### config.mk
export PLATFORM = sky130hd
export DESIGN_NAME = seq_pattern_det_flat
export DESIGN_NICKNAME = d
export VERILOG_FILES = /design/src/rtl/seq_pattern_det_if.sv /design/src/rtl/seq_pattern_det.sv /design/src/flat_wrapper.sv
export SDC_FILE = /design/constraint.sdc
export NUM_CORES = 1
export LEC_CHECK = 0
export CAP_MARGIN = 15
export CORE_ASPECT_RATIO = 1.2
export CORE_MARGIN = 5
export CORE_UTILIZATION = 45
export CTS_CLUSTER_SIZE = 8
export DETAILED_ROUTE_END_ITERATION = 8
export PLACE_DENSITY = 0.85
export RECOVER_POWER = 25
export SLEW_MARGIN = 10
export SYNTH_ARGS = -nofsm -noshare
export SYNTH_HDL_FRONTEND = slang
export SYNTH_SLANG_ARGS = --single-unit
### constraint.sdc
create_clock -name clk -period 2.6 [get_ports clk]
set_input_delay 0.52 -clock clk [delete_from_list [all_inputs] [get_ports clk]]
set_output_delay 0.52 -clock clk [all_outputs]
set_load 0.01 [all_outputs]
### src/rtl/seq_pattern_det_if.sv
// seq_pattern_det_if: serial bit stream in, match/count/window status out
interface seq_pattern_det_if #(
    parameter int PAT_W = 4,
    parameter int CNT_W = 8
);
    logic             clr;
    logic             in_valid;
    logic             in_bit;
    logic             match;
    logic [CNT_W-1:0] match_count;
    logic [PAT_W-1:0] window;
    logic             armed;

    modport master (
        output clr, in_valid, in_bit,
        input  match, match_count, window, armed
    );

    modport slave (
        input  clr, in_valid, in_bit,
        output match, match_count, window, armed
    );
endinterface

### src/rtl/seq_pattern_det.sv
// seq_pattern_det: serial pattern detector with fill FSM, match pulse and saturating count
module seq_pattern_det #(
    parameter int               PAT_W   = 4,
    parameter logic [PAT_W-1:0] PATTERN = 4'b1010,
    parameter int               OVERLAP = 1,
    parameter int               CNT_W   = 8
) (
    input  logic           clk,
    input  logic           rst_n,
    seq_pattern_det_if.slave bus
);
    localparam int FILL_W = $clog2(PAT_W + 1);

    typedef enum logic {S_FILL, S_ARMED} state_t;

    state_t             r_state;
    state_t             w_state_nxt;
    logic [FILL_W-1:0]  r_fill;
    logic [FILL_W-1:0]  w_fill_nxt;
    logic [PAT_W-1:0]   r_window;
    logic [PAT_W-1:0]   w_window_nxt;
    logic [CNT_W-1:0]   r_count;
    logic [CNT_W-1:0]   w_count_nxt;
    logic               r_match;
    logic               w_match_nxt;
    logic               r_armed;
    logic [PAT_W-1:0]   w_shift;
    logic               w_fill_last;
    logic               w_full;
    logic               w_hit;

    assign w_shift     = {r_window[PAT_W-2:0], bus.in_bit};
    assign w_fill_last = (r_fill == FILL_W'(PAT_W - 1));
    assign w_full      = (r_state == S_ARMED) || w_fill_last;
    assign w_hit       = bus.in_valid && w_full && (w_shift == PATTERN);

    // next-state: clr wins over an accept; a hit in non-overlap mode restarts the fill
    always_comb begin
        w_state_nxt  = r_state;
        w_fill_nxt   = r_fill;
        w_window_nxt = r_window;
        w_count_nxt  = r_count;
        w_match_nxt  = 1'b0;
        if (bus.clr) begin
            w_state_nxt  = S_FILL;
            w_fill_nxt   = '0;
            w_window_nxt = '0;
            w_count_nxt  = '0;
        end else if (bus.in_valid) begin
            w_window_nxt = w_shift;
            if (r_state == S_FILL) begin
                w_fill_nxt  = r_fill + FILL_W'(1);
                w_state_nxt = w_fill_last ? S_ARMED : S_FILL;
            end
            if (w_hit) begin
                w_match_nxt = 1'b1;
                w_count_nxt = (&r_count) ? r_count : r_count + CNT_W'(1);
                if (OVERLAP == 0) begin
                    w_state_nxt = S_FILL;
                    w_fill_nxt  = '0;
                end
            end
        end
    end

    // state and output registers, cleared asynchronously
    always_ff @(posedge clk or negedge rst_n) begin
        if (!rst_n) begin
            r_state  <= S_FILL;
            r_fill   <= '0;
            r_window <= '0;
            r_count  <= '0;
            r_match  <= 1'b0;
            r_armed  <= 1'b0;
        end else begin
            r_state  <= w_state_nxt;
            r_fill   <= w_fill_nxt;
            r_window <= w_window_nxt;
            r_count  <= w_count_nxt;
            r_match  <= w_match_nxt;
            r_armed  <= (w_state_nxt == S_ARMED);
        end
    end

    assign bus.match       = r_match;
    assign bus.match_count = r_count;
    assign bus.window      = r_window;
    assign bus.armed       = r_armed;
endmodule

### src/flat_wrapper.sv
// flat-port wrapper written by rule: the top's interface ports become plain ports
module seq_pattern_det_flat 
#(
    parameter int               PAT_W   = 4,
    parameter logic [PAT_W-1:0] PATTERN = 4'b1010,
    parameter int               OVERLAP = 1,
    parameter int               CNT_W   = 8
)
  (clk, rst_n, bus_clr, bus_in_valid, bus_in_bit, bus_match, bus_match_count, bus_window, bus_armed);
  seq_pattern_det_if #(.PAT_W(PAT_W), .CNT_W(CNT_W)) bus_i ();
  input  logic clk;
  input  logic rst_n;
  input wire logic [$bits(bus_i.clr)-1:0] bus_clr;
  input wire logic [$bits(bus_i.in_valid)-1:0] bus_in_valid;
  input wire logic [$bits(bus_i.in_bit)-1:0] bus_in_bit;
  output wire logic [$bits(bus_i.match)-1:0] bus_match;
  output wire logic [$bits(bus_i.match_count)-1:0] bus_match_count;
  output wire logic [$bits(bus_i.window)-1:0] bus_window;
  output wire logic [$bits(bus_i.armed)-1:0] bus_armed;
  assign bus_i.clr = bus_clr;
  assign bus_i.in_valid = bus_in_valid;
  assign bus_i.in_bit = bus_in_bit;
  assign bus_match = bus_i.match;
  assign bus_match_count = bus_i.match_count;
  assign bus_window = bus_i.window;
  assign bus_armed = bus_i.armed;
  seq_pattern_det #(.PAT_W(PAT_W), .PATTERN(PATTERN), .OVERLAP(OVERLAP), .CNT_W(CNT_W)) u_core (.clk(clk), .rst_n(rst_n), .bus(bus_i));
endmodule
Word-level counts from Yosys, hierarchy flattened --
Index checks and enable logic that the tools add are counted.
Cells by class: divide/modulo/power cells 0, $lt $le $gt $ge 0, equality and inequality tests 4, $mul 0, reduce and logical (&&, ||, !) cells 8, mux-type cells 16, add/sub/neg operators 2, shift operators 0, bitwise logic cells 0
Operators with widths (count):
- 2-to-1 mux 8 bit | 4
- 2-to-1 mux 3 bit | 3
- adder 8 x 1 -> 8 bit (second input constant) | 1
- 2-to-1 mux 4 bit | 2
- AND reduction 8 bit | 1
- 2-to-1 mux 1 bit | 7
- == test 4 bit (second input constant) | 1
- inequality test 2 bit (second input constant) | 2
- nonzero test 2 bit | 2
- adder 3 x 1 -> 3 bit (second input constant) | 1
- == test 3 x 2 -> 1 bit (second input constant) | 1
- AND reduction 3 bit | 1
- logical AND 1 bit | 2
- AND reduction 2 bit | 1
- logical OR 1 bit | 1
Word-level totals: flip-flop bits (word level) 17, memory bits (read-only) 0, bits in latches 0, memories kept 0, output and inout port bits 14, bits in writable memories 0, input bits 5

Longest topological paths before layout --
Gate-level depths: netlist of run 1.
word-level depth 7, depth in mapped cells 7, gate-level depth less buffers 6

Worst setup path after synthesis of run 1 --
OpenSTA, ideal clock, no wires.
path type reg-to-reg, from register u_core.r_fill[0], to register u_core.r_count[1] (netlist: u_core.bus.match_count[1]), stages on the path, launching flop included 8, data required time 2.468 ns, slack 0.961 ns, arrival 1.508 ns, library setup time 0.132 ns, cell sequence dfrtp_1 ha_1 ha_1 o2111a_4 o211ai_4 buf_6 mux2i_1 nor2_1
Between the ends: word-level cells in the longest chain between the ends 6
Ends and longest elaborated chain:
- from (decl) | line seq_pattern_det.sv:18 | logic [FILL_W-1:0] r_fill;
- from (signal assigned) | line seq_pattern_det.sv:77 | r_fill <= w_fill_nxt;
- == test 3 x 2 -> 1 bit | line seq_pattern_det.sv:33 | assign w_fill_last = (r_fill == FILL_W'(PAT_W - 1));
- logical OR 1 bit | line seq_pattern_det.sv:34 | assign w_full = (r_state == S_ARMED) || w_fill_last;
- logical AND 1 bit (2 in series) | line seq_pattern_det.sv:35 | assign w_hit = bus.in_valid && w_full && (w_shift == PATTERN);
- nonzero test 2 bit (no line)
- AND reduction 3 bit (no line)
- to (signal assigned) | line seq_pattern_det.sv:79 | r_count <= w_count_nxt;
- to (decl) | line seq_pattern_det.sv:22 | logic [CNT_W-1:0] r_count;
Every way passes these cells. A chain may end at the register's enable or synchronous reset.

Worst setup path after layout of run 1 --
from register u_core.r_window[1] (netlist: u_core.bus.window[1]), to output port bus_window[1]
RTL lines:
- from (decl) | line seq_pattern_det.sv:20 | logic [PAT_W-1:0] r_window;
- from (signal assigned) | line seq_pattern_det.sv:78 | r_window <= w_window_nxt;
- to (decl) | line flat_wrapper.sv:18 | output wire logic [$bits(bus_i.window)-1:0] bus_window;
No word-level cell between the ends.

==> results of run 1 <==
[state kept, by name, indices dropped and copies added (netlist names)]
name / flops
u_core.bus.match_count: 8
u_core.bus.window: 4
u_core.r_state: 1
u_core.bus.match: 1
u_core.r_fill: 3
[worst min path at each step]
stage                           end
3_5_place_dp   u_core.bus.window[3]
3_3_place_gp       u_core.r_fill[1]
5_1_grt        u_core.bus.window[3]
6_report       u_core.bus.window[3]
2_1_floorplan      u_core.bus.match
4_1_cts        u_core.bus.window[3]
[per-stage QoR]
stage	cell area [um2]	power, uW
final	1060	466
after global routing	1060	485
after CTS	1060	472
after detailed placement	1030	327
after global placement	1030	323
after floorplan	852	305
[cell type report]
type,instances,area [um2]
tap,19,23.8
sequential,17,425
clock inverter,1,5.00
multi-input combinational,54,389
fill,168,768
timing repair buffer,19,188
inverter,2,7.51
clock buffer,3,22.5
[power groups by stage]
stage / clock [uW] / combinational, uW / sequential, uW
CTS: 150 / 45.3 / 276
global route: 160 / 48.4 / 277
detailed placement: 0 / 45.1 / 282
finish: 146 / 43.5 / 276
floorplan: 0 / 23.6 / 281
global placement: 0 / 42.1 / 281
[routing by layer]
layer | vias to the layer above | routed length, um | global-route usage
met2 | 12 | 880 | 0.207
met3 | 5 | 62 | 0.0206
met5 | - | 0 | 0
met4 | 0 | 57 | 0.116
li1 | 313 | - | -
met1 | 326 | 647 | 0.134
[cells in the final DEF (no fill, tap or decap), drive strengths merged]
cell / n
nand3: 4
a211oi: 1
o31ai: 3
or4: 3
buf: 1
ha: 3
nand2: 3
o21ai: 3
nor2b: 1
or3: 3
o211ai: 1
clkbuf: 3
inv: 2
clkdlybuf4s50: 17
a21oi: 7
xnor2: 1
xor2: 1
nor2: 12
mux2i: 6
dlygate4sd3: 1
clkinv: 1
o2111a: 1
nand4: 1
dfrtp: 17
[kinds of logic after synthesis]
kind of cell	share of synthesized area
and+or+nand+nor	0.179
DFF	0.499
AOI/OAI and AO/OA	0.142
buffers and inverters	0.0441
muxes	0.0705
adders and majority gates	0.0441
xor gates and xnor gates	0.0206
==> run metrics, run 1 <==
result of the run complete, no violations; non-filler instance count after layout 115; portion of the post-synthesis area used by sequential elements 0.499; post-detailed-route via-to-cell ratio ~5.7; net switching component of the power between 100 and 150 uW; clock tree from TritonCTS yes; R2R Path Start u_core.r_fill[0]; Setup Viol. Count Final 0; top-count cell post-synth dfrtp_1; proportion of netlist area held by the largest area contributor 0.499; maximum ir drop on the vdd rail about 0.22 mV; Chip Width a little under 50 um; WS Path Type flip-flop to primary output; number of global-route vias before repair 664; timing-limited maximum frequency 0.517 GHz; average cell area after synthesis approximately 11 um2; unrepaired setup endpoints after global routing false; yosys warns 0; initial antenna violation count 0; flop2flop setup slack about 0.74 ns; total of cells resized after clock tree synthesis 0; total CTS buffers 3; number of cell rows 17; Critical Path Start u_core.bus.window[1]; area growth from synthesis to layout 24.5%; Core Footprint between 0.0015 and 0.002 mm2; slew margin rel. 0.498; maximum clock path buffer count 2; number of distinct library cell variants in the gate-level netlist after synthesis 23; utilization after layout 0.580; worst-case clock skew ~0.0013 ns; last element of the critical path bus_window[1]; clock latency reported for the late side of the worst-skew pair 0.30 ns; hold buffer count at cts 0; Starting Density 0.466; synthesized instance count 77; clock tree sinks 17; DRC violation count after routing 0; internal power 348 uW; Diodes inserted 0; H-tree lvl count 1; Sequential Power Share 0.593; final setup slack of the worst path ~0.67 ns; Arr. time, crit path between 1 and 1.5 ns; Root Buffer clkbuf_4; via count 656; CP required about 2.1 ns; gpl congestion between 0.7 and 0.8; number of enable-type register cells in the synthesized netlist 0; minimum clock period 1.93 ns; Routed WL 1650 um; Total Neg Setup Slack 0 ns; number of nets at the end of the flow ~110; Post-Place Setup Slack roughly 0.45 ns; router iterations before antenna repair 4; 1st-iter DRT viols 10; first-pass GRT wire length about 2800 um; worst path cell trace clkdlybuf4s50_1; nature of the critical path endpoint primary output; Worst Max-Slew Pin Slew 0.750 ns; number of setup buffers added after CTS 0; startpoint of the most critical hold path u_core.bus.window[3]; Critical path buffers and inverters 1; critical path depth in cells 1; pins over their slew limit 0; total global routing overflow 0; cell area after technology mapping between 800 and 900 um2; Synthesized Nets between 80 and 90; pin count of the biggest net entering global routing 18; FFs w/ async S/R, synth 1.00; smallest hold slack 0.534 ns; slowest stage cell, crit path clkdlybuf4s50_1; most area-consuming cells after synthesis dfrtp_1 (50%), mux2i_1 (7.0%), nor2_1 (4.8%); library cell occupying the most area in the post-synthesis netlist dfrtp_1; cell total after placement around 110; Pwr Density between 400 and 500 mW/mm2; share of power burned in the clock network 0.313; type of origin of the critical path flip-flop; max-capacitance violation count 0; share of cells above drive strength 1 0.0938; number of hold-slack violations in the final timing report 0; endpoint of the worst register-to-register path u_core.bus.match_count[5]; Pleak 0.000487 uW; Final period util 0.743; clock transition at the registers of the reported paths about 0.1 ns; number of I/O port buffers 18; number of antenna-violating nets in the routed design 0; delay-heaviest family, CP buffers and inverters; most used standard cells in the synthesized netlist dfrtp_1 (17), nor2_1 (11), a21oi_1 (7); part of the power in combinational logic 0.093; DPL Wire Length about 1300 um; net switching fraction of the power 0.253; Total GRT Usage 0.125; type of the worst min-delay path flip-flop to flip-flop; average wire per standard cell ~14 um; y dimension of the die 57.7 um; full die area roughly 0.0029 mm2; path depth of the worst reg2reg path 6; primary flip-flop cell chosen by synthesis mapping dfrtp_1; maximum fanout encountered on the critical timing path 4; number of cells traversed by the worst hold path 2; critical path's largest stage delay about 0.6 ns; top-level port count 19; number of synthesized register bits 17
No activity file was read; power rests on OpenSTA's default activity.
==> inputs of run 2 (changes only) <==
Settings changed: CORE_UTILIZATION 45 to 43.
Clock period 2.6 ns to 1.7 ns, I/O delays scaled along.
==> run metrics, run 2 (synthesis results as in run 1) <==
WS Path Type flip-flop to flip-flop (was flip-flop to primary output); maximum clock path buffer count 2 (unchanged); number of hold-slack violations in the final timing report 0 (unchanged); via count 682 (was 656); Setup Viol. Count Final 4 (was 0); full die area 0.00298 mm2 (was 0.00287 mm2); top-level port count 19 (unchanged); Arr. time, crit path 1.94 ns (was 1.41 ns); number of nets at the end of the flow 115 (was 105); maximum ir drop on the vdd rail 0.635 mV (was 0.219 mV); footprint of the flip-flops and latches 429 um2 (was 425 um2); Total Neg Setup Slack -0.0494 ns (was 0 ns); utilization after layout 0.626 (was 0.580); Starting Density 0.455 (was 0.466); Filler Cell Count 139 (was 168); post-detailed-route via-to-cell ratio 5.46 (was 5.70); minimum clock period 1.72 ns; Pwr Density 620 mW/mm2 (was 439 mW/mm2); share of cells above drive strength 1 0.255 (was 0.0938); max-capacitance violation count 0 (unchanged); timing-limited maximum frequency roughly 0.58 GHz; leading cell type in the layout, fill and taps excluded clkdlybuf4s50_1; area growth from synthesis to layout 37.6% (was 24.5%); Pleak 0.000538 uW (was 0.000487 uW); H-tree lvl count 1 (unchanged); clock tree from TritonCTS yes (unchanged); CP required 1.92 ns (was 2.08 ns); Diodes inserted 0 (unchanged); unrepaired setup endpoints after global routing true (was false); worst-case clock skew 0.00617 ns (was 0.00134 ns); failing checks negative setup slack; final setup slack of the worst path -0.0205 ns (was 0.668 ns); clock latency reported for the late side of the worst-skew pair 0.30 ns (about the same); pins over their slew limit 0 (unchanged); DRC violation count after routing 0 (unchanged); Total GRT Usage 0.134 (was 0.125); multi-input logic area 419 um2 (was 389 um2); total global routing overflow 0 (unchanged); type of the worst min-delay path flip-flop to flip-flop (unchanged); Core Footprint 0.00187 mm2 (was 0.00183 mm2); first-pass GRT wire length 3110 um (was 2770 um); DPL Wire Length 1280 um (was 1250 um); most used cells in the layout excluding fill and tap cells clkdlybuf4s50_1 (16), dfrtp_1 (14), nor2_1 (11) (was clkdlybuf4s50_1 (17), dfrtp_1 (17), nor2_1 (11)); y dimension of the die 58.8 um (was 57.7 um); number of cell rows 17 (unchanged); gpl congestion 0.698 (was 0.796); pin count of the biggest net entering global routing 18 (unchanged); number of antenna-violating nets in the routed design 0 (unchanged); maximum fanout encountered on the critical timing path 8 (was 4); clock tree sinks 17 (unchanged); initial antenna violation count 0 (unchanged); nature of the critical path endpoint flip-flop (was primary output); result of the run finished with violations (was complete, no violations); 1st-iter DRT viols 5 (was 10); Chip Width 50.6 um (was 49.7 um); total CTS buffers 3 (unchanged); router iterations before antenna repair 4 (unchanged); type of origin of the critical path flip-flop (unchanged); Root Buffer clkbuf_4 (unchanged); smallest hold slack 0.553 ns (was 0.534 ns); flop2flop setup slack -0.02 ns (was 0.74 ns); Worst Max-Slew Pin Slew 0.937 ns (was 0.750 ns); average wire per standard cell 14.3 um (about the same); Routed WL 1790 um (was 1650 um); Final period util 1.01; clock transition at the registers of the reported paths 0.11 ns (was 0.10 ns); slew margin rel. 0.375 (was 0.498); flip-flop count of the largest register after layout 8 (unchanged); number of I/O port buffers 18 (unchanged); number of global-route vias before repair 697 (was 664)
-- run 2: cell count changes in the layout (fill, tap and decap cells not counted), moves of 2 or more --
cell	change
a21oi_1	-2
buf_4	+8
a21oi_2	+2
dfrtp_1	-3
ha_1	-2
dfrtp_2	+3
-- run 2: timing repair --
| item | 4_1_cts | 5_1_grt |
|---|---|---|
| pin swaps | 5 | 5 |
| setup endpoints to repair | 9 | 11 |
| resized for setup | 5 | 8 |
| hold buffers | 0 | 0 |
| buffers inserted | 1 | 1 |
-- run 2: through the flow --
step	total power (uW)	area [um2]	setup WS [ns]	std cells
4_1_cts	734	1150	-0.0287	124
3_5_place_dp	508	1090	-0.163	119
6_report	727	1170	-0.0205	125
3_3_place_gp	505	1090	-0.142	119
2_1_floorplan	466	852	0.0606	77
5_1_grt	759	1170	-0.0879	125
-- run 2: layer usage --
metal / routed length, um / vias up / GRT usage
li1: - / 334 / -
met1: 807 / 330 / 0.169
met2: 899 / 16 / 0.215
met3: 58 / 2 / 0.0380
met4: 19 / 0 / 0.0547
met5: 0 / - / 0
-- run 2: where the power goes --
group	switching (uW)	internal [uW]	total (uW)
clock	134	87.6	222
combinational	40.1	43.5	83.6
sequential	8.28	414	422
-- run 2: cell type report --
type / instances / area share
flip-flops and latches: 17 / 0.366
clock inverters: 1 / 0.00427
multi-input cells: 54 / 0.358
clock buffers: 3 / 0.0192
well taps: 19 / 0.0203
repair buffers: 29 / 0.226
inverters: 2 / 0.00640
-- run 2: critical path: stages, from the launching register on --
cell and delay, ns:
dfrtp_1 0.37, ha_2 0.20, ha_4 0.14, o2111a_4 0.23, o211ai_4 0.10, or4_1 0.47
a21oi_1 0.13
-- run 2: path summary, 6_finish.rpt --
| check | endpoint | from | cells after the start |
|---|---|---|---|
| setup / recovery | u_core.bus.match_count[5] | u_core.r_fill[0] | 6 |
| hold / removal | u_core.bus.window[3] | u_core.bus.window[3] | 2 |
| setup reg to reg | u_core.bus.match_count[5] | u_core.r_fill[0] | 6 |
| hold reg to reg | u_core.bus.window[3] | u_core.bus.window[3] | 2 |
| max in group asynchronous | u_core.bus.match_count[3] | rst_n | 2 |
| min in group asynchronous | u_core.bus.match | rst_n | 2 |
==> inputs of run 3 (changes only) <==
Settings changed: CELL_PAD_IN_SITES_DETAIL_PLACEMENT set to 1, CELL_PAD_IN_SITES_GLOBAL_PLACEMENT set to 1, CORE_ASPECT_RATIO 1.2 to unset, CORE_UTILIZATION 43 to 34.
==> run metrics, run 3 (synthesis results as in run 1) <==
Total GRT Usage 0.150 (was 0.134); critical path's largest stage delay 0.59 ns (was 0.47 ns); DPL Wire Length 1490 um (was 1280 um); R2R Path Start u_core.r_fill[1] (was u_core.r_fill[0]); number of global-route vias before repair 780 (was 697); delay-heaviest family, CP buffers and inverters (was simple AND/OR/NAND/NOR gates); Setup Viol. Count Final 3 (was 4); utilization after layout 0.506 (was 0.626); type of origin of the critical path flip-flop (unchanged); Critical Path Start u_core.bus.match_count[5] (was u_core.r_fill[0]); worst path cell trace clkdlybuf4s50_1 (was ha_2 > ha_4 > o2111a_4 > o211ai_4 > or4_1 > a21oi_1); unrepaired setup endpoints after global routing true (unchanged); gpl congestion 0.801 (was 0.698); full die area 0.00361 mm2 (was 0.00298 mm2); pin count of the biggest net entering global routing 18 (unchanged); number of I/O port buffers 18 (unchanged); Diodes inserted 0 (unchanged); first-pass GRT wire length 3920 um (was 3110 um); top-level port count 19 (unchanged); most used cells in the layout excluding fill and tap cells clkdlybuf4s50_1 (16), dfrtp_1 (15), buf_4 (13) (was clkdlybuf4s50_1 (16), dfrtp_1 (14), nor2_1 (11)); worst-case clock skew 0.00877 ns (was 0.00617 ns); Critical path buffers and inverters 1 (was 0); hold buffer count at cts 0 (unchanged); Starting Density 0.350 (was 0.455); number of antenna-violating nets in the routed design 0 (unchanged); timing-limited maximum frequency 0.587 GHz (was 0.581 GHz); maximum fanout encountered on the critical timing path 5 (was 8); slew margin rel. 0.380 (was 0.375); type of the worst min-delay path flip-flop to flip-flop (unchanged); average wire per standard cell 15.8 um (was 14.3 um); Pleak 0.000574 uW (was 0.000538 uW); DRC violation count after routing 0 (unchanged); nature of the critical path endpoint primary output (was flip-flop); Arr. time, crit path 1.36 ns (was 1.94 ns); max-capacitance violation count 0 (unchanged); number of nets at the end of the flow 120 (was 115); y dimension of the die 60.1 um (was 58.8 um); Root Buffer clkbuf_4 (unchanged); slowest stage cell, crit path clkdlybuf4s50_1 (was or4_1); Filler Cell Count 283 (was 139); maximum clock path buffer count 2 (unchanged); Chip Width 60.1 um (was 50.6 um); number of cell rows 18 (was 17); startpoint of the most critical hold path u_core.bus.window[3] (unchanged); flip-flop count of the largest register after layout 8 (unchanged); leading cell type in the layout, fill and taps excluded clkdlybuf4s50_1 (unchanged); number of hold-slack violations in the final timing report 0 (unchanged); WS Path Type flip-flop to primary output (was flip-flop to flip-flop); initial antenna violation count 0 (unchanged); result of the run finished with violations (unchanged); total CTS buffers 3 (unchanged); Pwr Density 605 mW/mm2 (was 620 mW/mm2); clock tree from TritonCTS yes (unchanged); total global routing overflow 0 (unchanged); post-detailed-route via-to-cell ratio 5.26 (was 5.46); final setup slack of the worst path -0.00463 ns (was -0.0205 ns); clock latency reported for the late side of the worst-skew pair 0.30 ns (about the same); clock transition at the registers of the reported paths 0.11 ns (about the same); smallest hold slack 0.561 ns (was 0.553 ns); H-tree lvl count 1 (unchanged); minimum clock period 1.70 ns (was 1.72 ns); pins over their slew limit 0 (unchanged); via count 741 (was 682); router iterations before antenna repair 4 (unchanged); maximum ir drop on the vdd rail 0.414 mV (was 0.635 mV); failing checks negative setup slack (unchanged); Final period util 1.00 (was 1.01); share of cells above drive strength 1 0.279 (was 0.255); clock tree sinks 17 (unchanged); Worst Max-Slew Pin Slew 0.930 ns (was 0.937 ns); CP required 1.36 ns (was 1.92 ns); 1st-iter DRT viols 3 (was 5); area growth from synthesis to layout 44.5% (was 37.6%); Routed WL 2220 um (was 1790 um); Core Footprint 0.00243 mm2 (was 0.00187 mm2)
## run 3: changes by cell type in the layout (fill, tap and decap cells not counted), sizes merged
cell and change:
buf +4, clkinv -1, clkbuf +1, o211ai +1
## run 3: cell type report
class | instances | area, um2 | area share
tap | 30 | 37.5 | 0.0305
inverter | 2 | 7.51 | 0.00610
multi-input combinational | 55 | 437 | 0.355
sequential | 17 | 428 | 0.348
timing repair buffer | 33 | 295 | 0.240
clock buffer | 4 | 26.3 | 0.0213
## run 3: worst paths after layout
| check | slack [ns] | depth (start not counted) | end |
|---|---|---|---|
| max | -0.005 | 1 | bus_match_count[5] |
| min | 0.56 | 2 | u_core.bus.window[3] |
| max reg2reg | -0.005 | 6 | u_core.bus.match_count[5] |
| min reg2reg | 0.56 | 2 | u_core.bus.window[3] |
| max in group asynchronous | 0.39 | 2 | u_core.bus.window[1] |
| min in group asynchronous | 0.68 | 2 | u_core.bus.match_count[3] |
## run 3: routing by layer
layer	wire, um	global-route usage	vias up
li1	-	-	347
met1	1010	0.195	377
met2	1090	0.233	13
met3	78	0.0259	4
met4	52	0.0854	0
met5	0	0	-
## run 3: worst register-to-register path, delay by kind of cell (launching register included)
kind	cells	cell delay (ns)
simple gates	1	0.50
compound gates	3	0.45
flops	1	0.37
fa+ha+maj	2	0.33
## run 3: what timing repair did
| action | in CTS | in global routing |
|---|---|---|
| gates cloned | 1 | 0 |
| gates resized for setup | 6 | 6 |
| endpoints found under the setup margin | 8 | 12 |
| setup buffers | 1 | 4 |
| pin swaps | 4 | 1 |
## run 3: power breakdown
part | total, uW | switching [uW] | internal (uW)
Clock | 230 | 139 | 91.4
Sequential | 422 | 7.84 | 414
Combinational | 92.9 | 44.7 | 48.1
Total | 744 | 191 | 553
## run 3: per-stage QoR
| stage | setup WS (ns) | power, uW | instances | setup TNS [ns] | area, um2 |
|---|---|---|---|---|---|
| 5_1_grt | -0.0713 | 776 | 141 | -0.441 | 1230 |
| 2_1_floorplan | 0.0606 | 466 | 77 | 0 | 852 |
| 3_3_place_gp | -0.156 | 504 | 131 | -0.676 | 1110 |
| 4_1_cts | -0.00569 | 735 | 137 | -0.00569 | 1180 |
| 3_5_place_dp | -0.195 | 508 | 131 | -0.911 | 1110 |
| 6_report | -0.00463 | 744 | 141 | -0.00775 | 1230 |
